`src/rtl/complex_pkg.sv`:
```
// Shared constants and control-state encoding for the complex product
// multiplier / accumulator chain.
package complex_pkg;
  localparam int WIDTH_PR        = 15;
  localparam int ACC_LEN_DEFAULT = 16;

  typedef enum logic {
    IDLE = 1'b0,
    ACC  = 1'b1
  } acc_state_t;
endpackage

```
`src/rtl/complex_acc_lane.sv`:
```
// One signed accumulator lane: the frame sum builds in acc_q and is copied to a
// held output register on dump, which also clears the running sum.
module complex_acc_lane
  import complex_pkg::*;
#(
  parameter int WIDTH_IN  = WIDTH_PR,
  parameter int WIDTH_OUT = WIDTH_PR + 4
) (
  input  logic                        clk,
  input  logic                        reset_in,
  input  logic                        clr_in,
  input  logic                        add_in,
  input  logic                        dump_in,
  input  logic signed [WIDTH_IN-1:0]  d_in,
  output logic signed [WIDTH_OUT-1:0] sum_out
);

  logic signed [WIDTH_OUT-1:0] ext;
  logic signed [WIDTH_OUT-1:0] base;
  logic signed [WIDTH_OUT-1:0] addend;
  logic signed [WIDTH_OUT-1:0] acc_q, acc_d;
  logic signed [WIDTH_OUT-1:0] sum_q, sum_d;

  assign ext = {{(WIDTH_OUT-WIDTH_IN){d_in[WIDTH_IN-1]}}, d_in};

  always_comb begin
    base   = clr_in ? '0 : acc_q;
    addend = add_in ? ext : '0;
    acc_d  = base + addend;
    sum_d  = sum_q;
    // The last sample is folded straight into the dumped sum.
    if (dump_in) begin
      sum_d = acc_q + ext;
      acc_d = '0;
    end
  end

  always_ff @(posedge clk or posedge reset_in) begin
    if (reset_in) begin
      acc_q <= '0;
      sum_q <= '0;
    end else begin
      acc_q <= acc_d;
      sum_q <= sum_d;
    end
  end

  assign sum_out = sum_q;

endmodule

```
`src/rtl/complex_accumulator.sv`:
```
// Frame accumulator for the complex product stream: sums ACC_LEN valid products
// per frame and emits the complex sum as a one-cycle result.
module complex_accumulator
  import complex_pkg::*;
#(
  parameter int WIDTH_IN  = WIDTH_PR,
  parameter int ACC_LEN   = ACC_LEN_DEFAULT,
  parameter int WIDTH_OUT = WIDTH_IN + $clog2(ACC_LEN)
) (
  input  logic                         clk,
  input  logic                         reset_in,
  input  logic                         ce_in,
  input  logic                         start_in,
  input  logic                         continuous_in,
  input  logic                         valid_in,
  input  logic signed [WIDTH_IN-1:0]   pr_in,
  input  logic signed [WIDTH_IN-1:0]   pi_in,
  output logic signed [WIDTH_OUT-1:0]  sr_out,
  output logic signed [WIDTH_OUT-1:0]  si_out,
  output logic                         valid_out,
  output logic [$clog2(ACC_LEN)-1:0]   count_out,
  output logic                         busy_out
);

  localparam int CW = $clog2(ACC_LEN);
  localparam logic [CW-1:0] LAST = CW'(ACC_LEN - 1);

  acc_state_t    state_q, state_d;
  logic [CW-1:0] cnt_q, cnt_d;
  logic          valid_q, valid_d;
  logic          clr, add, dump;

  always_comb begin
    state_d = state_q;
    cnt_d   = cnt_q;
    valid_d = 1'b0;
    clr     = 1'b0;
    add     = 1'b0;
    dump    = 1'b0;
    if (ce_in) begin
      // Start wins over everything, including a last-sample cycle.
      if (start_in) begin
        state_d = ACC;
        clr     = 1'b1;
        add     = valid_in;
        cnt_d   = valid_in ? CW'(1) : '0;
      end else if (state_q == ACC && valid_in) begin
        if (cnt_q == LAST) begin
          dump    = 1'b1;
          valid_d = 1'b1;
          cnt_d   = '0;
          state_d = continuous_in ? ACC : IDLE;
        end else begin
          add   = 1'b1;
          cnt_d = cnt_q + CW'(1);
        end
      end
    end
  end

  always_ff @(posedge clk or posedge reset_in) begin
    if (reset_in) begin
      state_q <= IDLE;
      cnt_q   <= '0;
      valid_q <= 1'b0;
    end else begin
      state_q <= state_d;
      cnt_q   <= cnt_d;
      valid_q <= valid_d;
    end
  end

  complex_acc_lane #(.WIDTH_IN(WIDTH_IN), .WIDTH_OUT(WIDTH_OUT)) u_lane_re (
    .clk      (clk),
    .reset_in (reset_in),
    .clr_in   (clr),
    .add_in   (add),
    .dump_in  (dump),
    .d_in     (pr_in),
    .sum_out  (sr_out)
  );

  complex_acc_lane #(.WIDTH_IN(WIDTH_IN), .WIDTH_OUT(WIDTH_OUT)) u_lane_im (
    .clk      (clk),
    .reset_in (reset_in),
    .clr_in   (clr),
    .add_in   (add),
    .dump_in  (dump),
    .d_in     (pi_in),
    .sum_out  (si_out)
  );

  assign valid_out = valid_q & ce_in;
  assign count_out = cnt_q;
  assign busy_out  = (state_q == ACC);

endmodule

```
`config.mk`:
```
export PLATFORM = sky130hd
export DESIGN_NAME = complex_accumulator
export DESIGN_NICKNAME = d
export VERILOG_FILES = /design/src/rtl/complex_pkg.sv /design/src/rtl/complex_acc_lane.sv /design/src/rtl/complex_accumulator.sv
export SDC_FILE = /design/constraint.sdc
export NUM_CORES = 1
export LEC_CHECK = 0
export ABC_CLOCK_PERIOD_IN_PS = 3900
export CAP_MARGIN = 20
export CORE_MARGIN = 2
export CORE_UTILIZATION = 40
export CTS_CLUSTER_SIZE = 28
export DETAILED_ROUTE_END_ITERATION = 10
export DONT_BUFFER_PORTS = 1
export GPL_ROUTABILITY_DRIVEN = 0
export REMOVE_ABC_BUFFERS = 1
export SKIP_LAST_GASP = 1
export SLEW_MARGIN = 20
export SYNTH_ARGS = -nofsm -noshare
export SYNTH_HDL_FRONTEND = slang
export SYNTH_HIERARCHICAL = 1
export SYNTH_SLANG_ARGS = --single-unit
export TNS_END_PERCENT = 20
```
`constraint.sdc`:
```
create_clock -name clk -period 3.9 [get_ports clk]
set_input_delay 0.585 -clock clk [delete_from_list [all_inputs] [get_ports clk]]
set_output_delay 0.585 -clock clk [all_outputs]
set_load 0.05 [all_outputs]
```
**After elaboration in Yosys (flattened, before gate mapping)**

Index checks and enable logic that the tools add are counted.

- Logic and storage cells: 43
- Input bits: 36
- Bits in registers: 82
- Output and inout port bits: 44

- Add/sub/neg operators: 5
- Bitwise logic cells: 1
- Equal/unequal tests: 1
- Muxes and demuxes: 24
- Reductions and logical operators: 5

Operators with widths:

| cell | number |
|---|---|
| 19-bit two-way mux | 6 |
| 19-bit by 15-bit adder with 19-bit output | 2 |
| 19-bit adder | 2 |
| 1-bit two-way mux | 15 |
| 4-bit two-way mux | 3 |
| 4-bit by 1-bit adder with 4-bit output, second input constant | 1 |
| 4-bit == test, second input constant | 1 |
| 2-bit nonzero test | 2 |
| 3-bit AND reduction | 1 |
| 2-bit AND reduction | 1 |
| 1-bit bitwise AND | 1 |
| 1-bit logical AND | 1 |

**Depth between registers and ports, before layout**

- Depth after elaboration: 8
- Depth in mapped cells: 14
- Gate-level depth less buffers: 13

**By module**

Netlist, hierarchy kept.

By module, submodules not included:

| module | sequential area each (um^2) | times used | cells each | area each (um^2) |
|---|---|---|---|---|
| complex_acc_lane at u_lane_re | 950.9 | 1 | 368 | 3319.4 |
| complex_acc_lane at u_lane_im | 950.9 | 1 | 361 | 3274.4 |
| complex_accumulator | 150.1 | 1 | 41 | 366.6 |

**Least setup slack after synthesis**

OpenSTA, ideal clock, no wires.

- Path type: register to register
- Start point: reg cnt_q[0] (netlist: count_out[0])
- End point: reg u_lane_im.acc_q[18]
- Required time: 3.775 ns
- Buffers on the path: 1
- Cell stages (with the launch flop): 15
- Library setup time: 0.125 ns
- Period minus slack after synthesis: 3.774 ns
- Slack: 0.126 ns
- Data arrival time: 3.649 ns
- Path through: dfrtp_1 > ha_1 > nand3_1 > a21oi_1 > nor2_1 > clkbuf_1 > and2_1 > ha_1 > fa_1 > a211oi_1 > o211ai_1 > nand2_1 > a31oi_1 > a221oi_1 > mux2_2

- Longest elaborated chain between the ends: 8
- Elaborated cells on any way between the ends: 12
- Those cells by class: 1 x add/sub; 1 x eq/ne; 10 x mux

Ends and longest elaborated chain:

| what | RTL line | text |
|---|---|---|
| from (decl) | complex_accumulator.sv:29 | `logic [CW-1:0] cnt_q, cnt_d;` |
| from (signal assigned) | complex_accumulator.sv:68 | `cnt_q <= cnt_d;` |
| 4-bit == test | complex_accumulator.sv:48 | `if (cnt_q == LAST) begin` |
| 1-bit two-way mux | complex_accumulator.sv:48 |  |
| 1-bit two-way mux | complex_accumulator.sv:47 | `end else if (state_q == ACC && valid_in) begin` |
| 1-bit two-way mux | complex_accumulator.sv:42 | `if (start_in) begin` |
| 1-bit two-way mux | complex_accumulator.sv:40 | `if (ce_in) begin` |
| net add | complex_accumulator.sv:31 | `logic clr, add, dump;` |
| 19-bit two-way mux | complex_acc_lane.sv:28 | `addend = add_in ? ext : '0;` |
| 19-bit adder | complex_acc_lane.sv:29 | `acc_d = base + addend;` |
| 19-bit two-way mux | complex_acc_lane.sv:32 | `if (dump_in) begin` |
| net u_lane_im.acc_d[18] | complex_acc_lane.sv:21 | `logic signed [WIDTH_OUT-1:0] acc_q, acc_d;` |
| to (signal assigned) | complex_acc_lane.sv:40 | `acc_q <= '0;` |
| to (signal assigned) | complex_acc_lane.sv:43 | `acc_q <= acc_d;` |
| to (decl) | complex_acc_lane.sv:21 |  |

The timed path passes the listed nets, and every way through them passes these cells.
A chain may end at the register's enable or synchronous reset.

**Final worst setup path**

- Start point: reg cnt_q[1] (netlist: count_out[1])
- End point: reg u_lane_im.acc_q[18]

The elaborated chain is that of the path after synthesis.

==> results.md <==
* CP Depth at 13
* Critical Path AT at 3840 ps
* Sw frac at 40.96%
* Commonest non-fill, non-tap cell in the layout: dfrtp_1
* Die height at 135.9 microns
* Commonest cells after routing, fill and taps aside: 82 x dfrtp_1, 73 x ha_1, 55 x nor2_1, 55 x a21oi_1, 50 x nand2_1
* Syn avg cell area at 9.040 sq um
* First-pass GRT wire length at 27610 microns
* Tcrit/Tclk final at 92.46%
* Register area share after synthesis at 29.48%
* Power Internal at 2.567 mW
* CTS sink count at 82
* Crit path top cell by count: ha_1
* MaxCap Viol Count at 0
* Sw Pwr at 1.782 mW
* Port-buffer cells at 0
* Main synth FF type: dfrtp_1
* Grt total ovfl at 0
* Drt total wl at 16460 microns
* ANT nets after route at 0
* P_leak at 3.600 nW
* Clk buf depth at 2
* Slew Limit Fails at 0
* Initial DRC count at 165
* CP cell instances: ha_1, nand3_1, a21oi_1, nor2_4, and2_1, ha_1, fa_1, a211oi_1, o211ai_1, nand2_1, a31oi_1, a221oi_1, mux2_2
* Via Count at 5514
* Yosys cell types at 74
* Initial antenna violation count at 0
* Antenna cells at 0
* Vias in the first global route at 5454
* H-tree depth at 3
* Largest family of logic cells by synthesized area: compound AO/OA/AOI/OAI gates
* Die ar. at 0.01847 sq mm
* Fin nets at 884
* Reg power frac at 26.2%
* Maximum number of pins on one net before global-route repair at 46
* Max_slew headroom at 46.53%
* Clock power frac at 20.6%
* Via density at 5.514
* Total GRT Usage at 18.76%
* Actual slew at the worst max-slew pin at 801.1 ps
* Ys Warns at 6
* CP required at 4130 ps
* Fmax at 0.2773 GHz
* Core ar. at 0.01718 sq mm
* P&R area growth vs syn at 8.916%
* Setup crit start kind: flop
* Max VDD drop at 326.5 uV
* Post-synth ARST share at 100.0%
* EDFF count, synth at 0
* RSZ-0062 raised after global routing: no
* Clock-pin transition on the worst setup and hold timing paths at 60 ps
* Drt first pass iters at 4
* Setup-failing EPs final at 0
* Worst reg2reg setup slack at 290 ps
* Status: finished, final reports clean
* Layout cell share with drive strength beyond 1 at 10.45%
* Worst setup path class: flop to flop
* I/O pin cnt at 80
* Combinational fraction of design power at 53.2%
* Crit-path max FO at 12
* CP peak stage delay at 430 ps
* # rows at 48
* Final HPWL DP at 12690 microns
* Core Util, Final at 44.14%
* Area after DPL at 0.007274 sq mm
* Cts hold-fix bufs at 0
* Seq cells post-synth at 82
* CP Capture Type: flop
* Hold Path Class: primary input to asynchronous set/reset pin
* CTS tree: done
* Clock Skew at 7.725 ps
* Simple logic cell fraction of the synthesized area at 20.31%
* Fill cells at 1722
* Post-Synth Adder-Cell Area at 14.27%
* Clock root cell: clkbuf_16
* Mux cell area share after synthesis at 4.818%
* DRC at 0
* TritonCTS buffer count at 9
* Synthesized instance count at 770
* Die width at 135.9 microns
* Synth Area in XOR/XNOR at 6.166%
* Worst r2r dst: u_lane_im/acc_q[18]
* Design Area, Final at 0.007581 sq mm
* CP bufs+invs at 0
* Critical R2R Launch: count_out[1]
* Pwr Density at 573.7 mW/mm^2
* Reg2reg path depth at 13
* Clock Latency Late Sink at 350 ps
* Starting Density at 40.52%
* Final Hold Fails at 0
* Routed len/inst at 16.46 microns
* Post-layout min period at 3606 ps
* Critical-path top delay cell: fa_1
* Synth Area in Compound Gates at 22.65%
* Largest delay share family, worst path: compound AO/OA/AOI/OAI gates
* Post-synthesis cell area at 0.006960 sq mm
## final cells by class
cell class | count | area, sq um | area share [%]
inverters | 18 | 67.56 | 0.8912
flip-flops and latches | 82 | 2052 | 27.07
multi-input cells | 646 | 4761 | 62.80
well taps | 225 | 281.5 | 3.713
clock inverters | 3 | 65.06 | 0.8582
repair buffers | 14 | 117.6 | 1.551
clock buffers | 12 | 236.5 | 3.119
## worst max path at each step
stage / startpoint / end / slack (ps)
finish: count_out[1] / u_lane_im/acc_q[18] / 290
global route: count_out[1] / u_lane_im/acc_q[18] / 70
CTS: count_out[0] / u_lane_re/acc_q[13] / 200
detailed placement: count_out[0] / u_lane_re/acc_q[13] / 210
global placement: count_out[0] / u_lane_re/acc_q[13] / 350
floorplan: count_out[0] / u_lane_im/sum_out[13] / -3960
## power by group through the flow
stage / Clock, mW / Sequential, mW / Combinational, mW
after detailed placement: 0 / 1.15 / 2.29
final: 0.897 / 1.14 / 2.31
after global placement: 0 / 1.15 / 2.28
after global routing: 0.963 / 1.16 / 2.60
after floorplan: 0 / 1.15 / 1.83
after CTS: 0.926 / 1.14 / 2.30
## per-stage QoR
stage	total power [mW]	worst slack (ps)	instances	hold WS [ps]	setup TNS (ps)
2_1_floorplan	2.987	-3957	746	376.0	-204050
3_3_place_gp	3.429	352.1	985	408.6	0
3_5_place_dp	3.441	212.7	985	412.1	0
4_1_cts	4.368	201.4	1000	34.64	0
5_1_grt	4.731	74.71	1000	50.57	0
6_report	4.349	294.1	1000	39.91	0
## metal layers
metal	up-vias	GRT usage, %	wire [microns]
li1	2817	-	-
met2	88	31.76	7733
met4	0	4.688	198
met1	2596	23.95	7758
met3	13	4.698	767
met5	-	0	0
## state kept, by name, summed over array words and instances (netlist names)
register	cells
u_lane_im/acc_q	19
u_lane_im/sum_out	19
u_lane_re/acc_q	19
u_lane_re/sum_out	19
count_out	4
busy_out	1
valid_q	1
## cells in the mapped netlist, types with 3 or more instances
cell type / count / area [sq um]
a31oi_1: 10 / 62.56
nor2b_1: 45 / 281.5
a21oi_1: 55 / 275.3
nand3b_1: 3 / 22.52
o211ai_1: 7 / 52.55
a21boi_0: 4 / 30.03
and2_1: 36 / 225.2
and4_1: 3 / 26.28
a211oi_1: 10 / 75.07
clkbuf_1: 22 / 82.58
a221o_1: 3 / 30.03
nand3_1: 15 / 75.07
o21a_1: 7 / 52.55
mux2_2: 28 / 315.3
o21ai_1: 3 / 15.01
and3_1: 11 / 68.82
o21ai_0: 40 / 200.2
o21bai_1: 9 / 67.56
xnor2_1: 34 / 297.8
o31a_1: 4 / 35.03
a21oi_2: 3 / 26.28
nor4_1: 5 / 31.28
nor3_1: 19 / 95.09
a21o_1: 29 / 217.7
inv_1: 18 / 67.56
dfrtp_1: 82 / 2052
ha_1: 73 / 913.4
nand4_1: 8 / 50.05
nand2_1: 50 / 187.7
nor2_1: 56 / 210.2
fa_1: 4 / 80.08
nand2b_1: 4 / 25.02
a221oi_1: 3 / 26.28
xor2_1: 15 / 131.4
o31ai_1: 4 / 30.03
## logic make-up (layout without fill, tap and decap cells)
family / after synthesis / in the layout
and+or+nand+nor: 269 / 269
AOI/OAI and AO/OA: 221 / 221
muxes: 30 / 30
buffers and inverters: 42 / 47
xor gates and xnor gates: 49 / 49
DFF: 82 / 82
adders and majority gates: 77 / 77
## what timing repair did
item,CTS,global route
buffers inserted,0,0
endpoints found under the setup margin,0,1
resized for setup,0,1
Power figures use the tool's default switching activity.
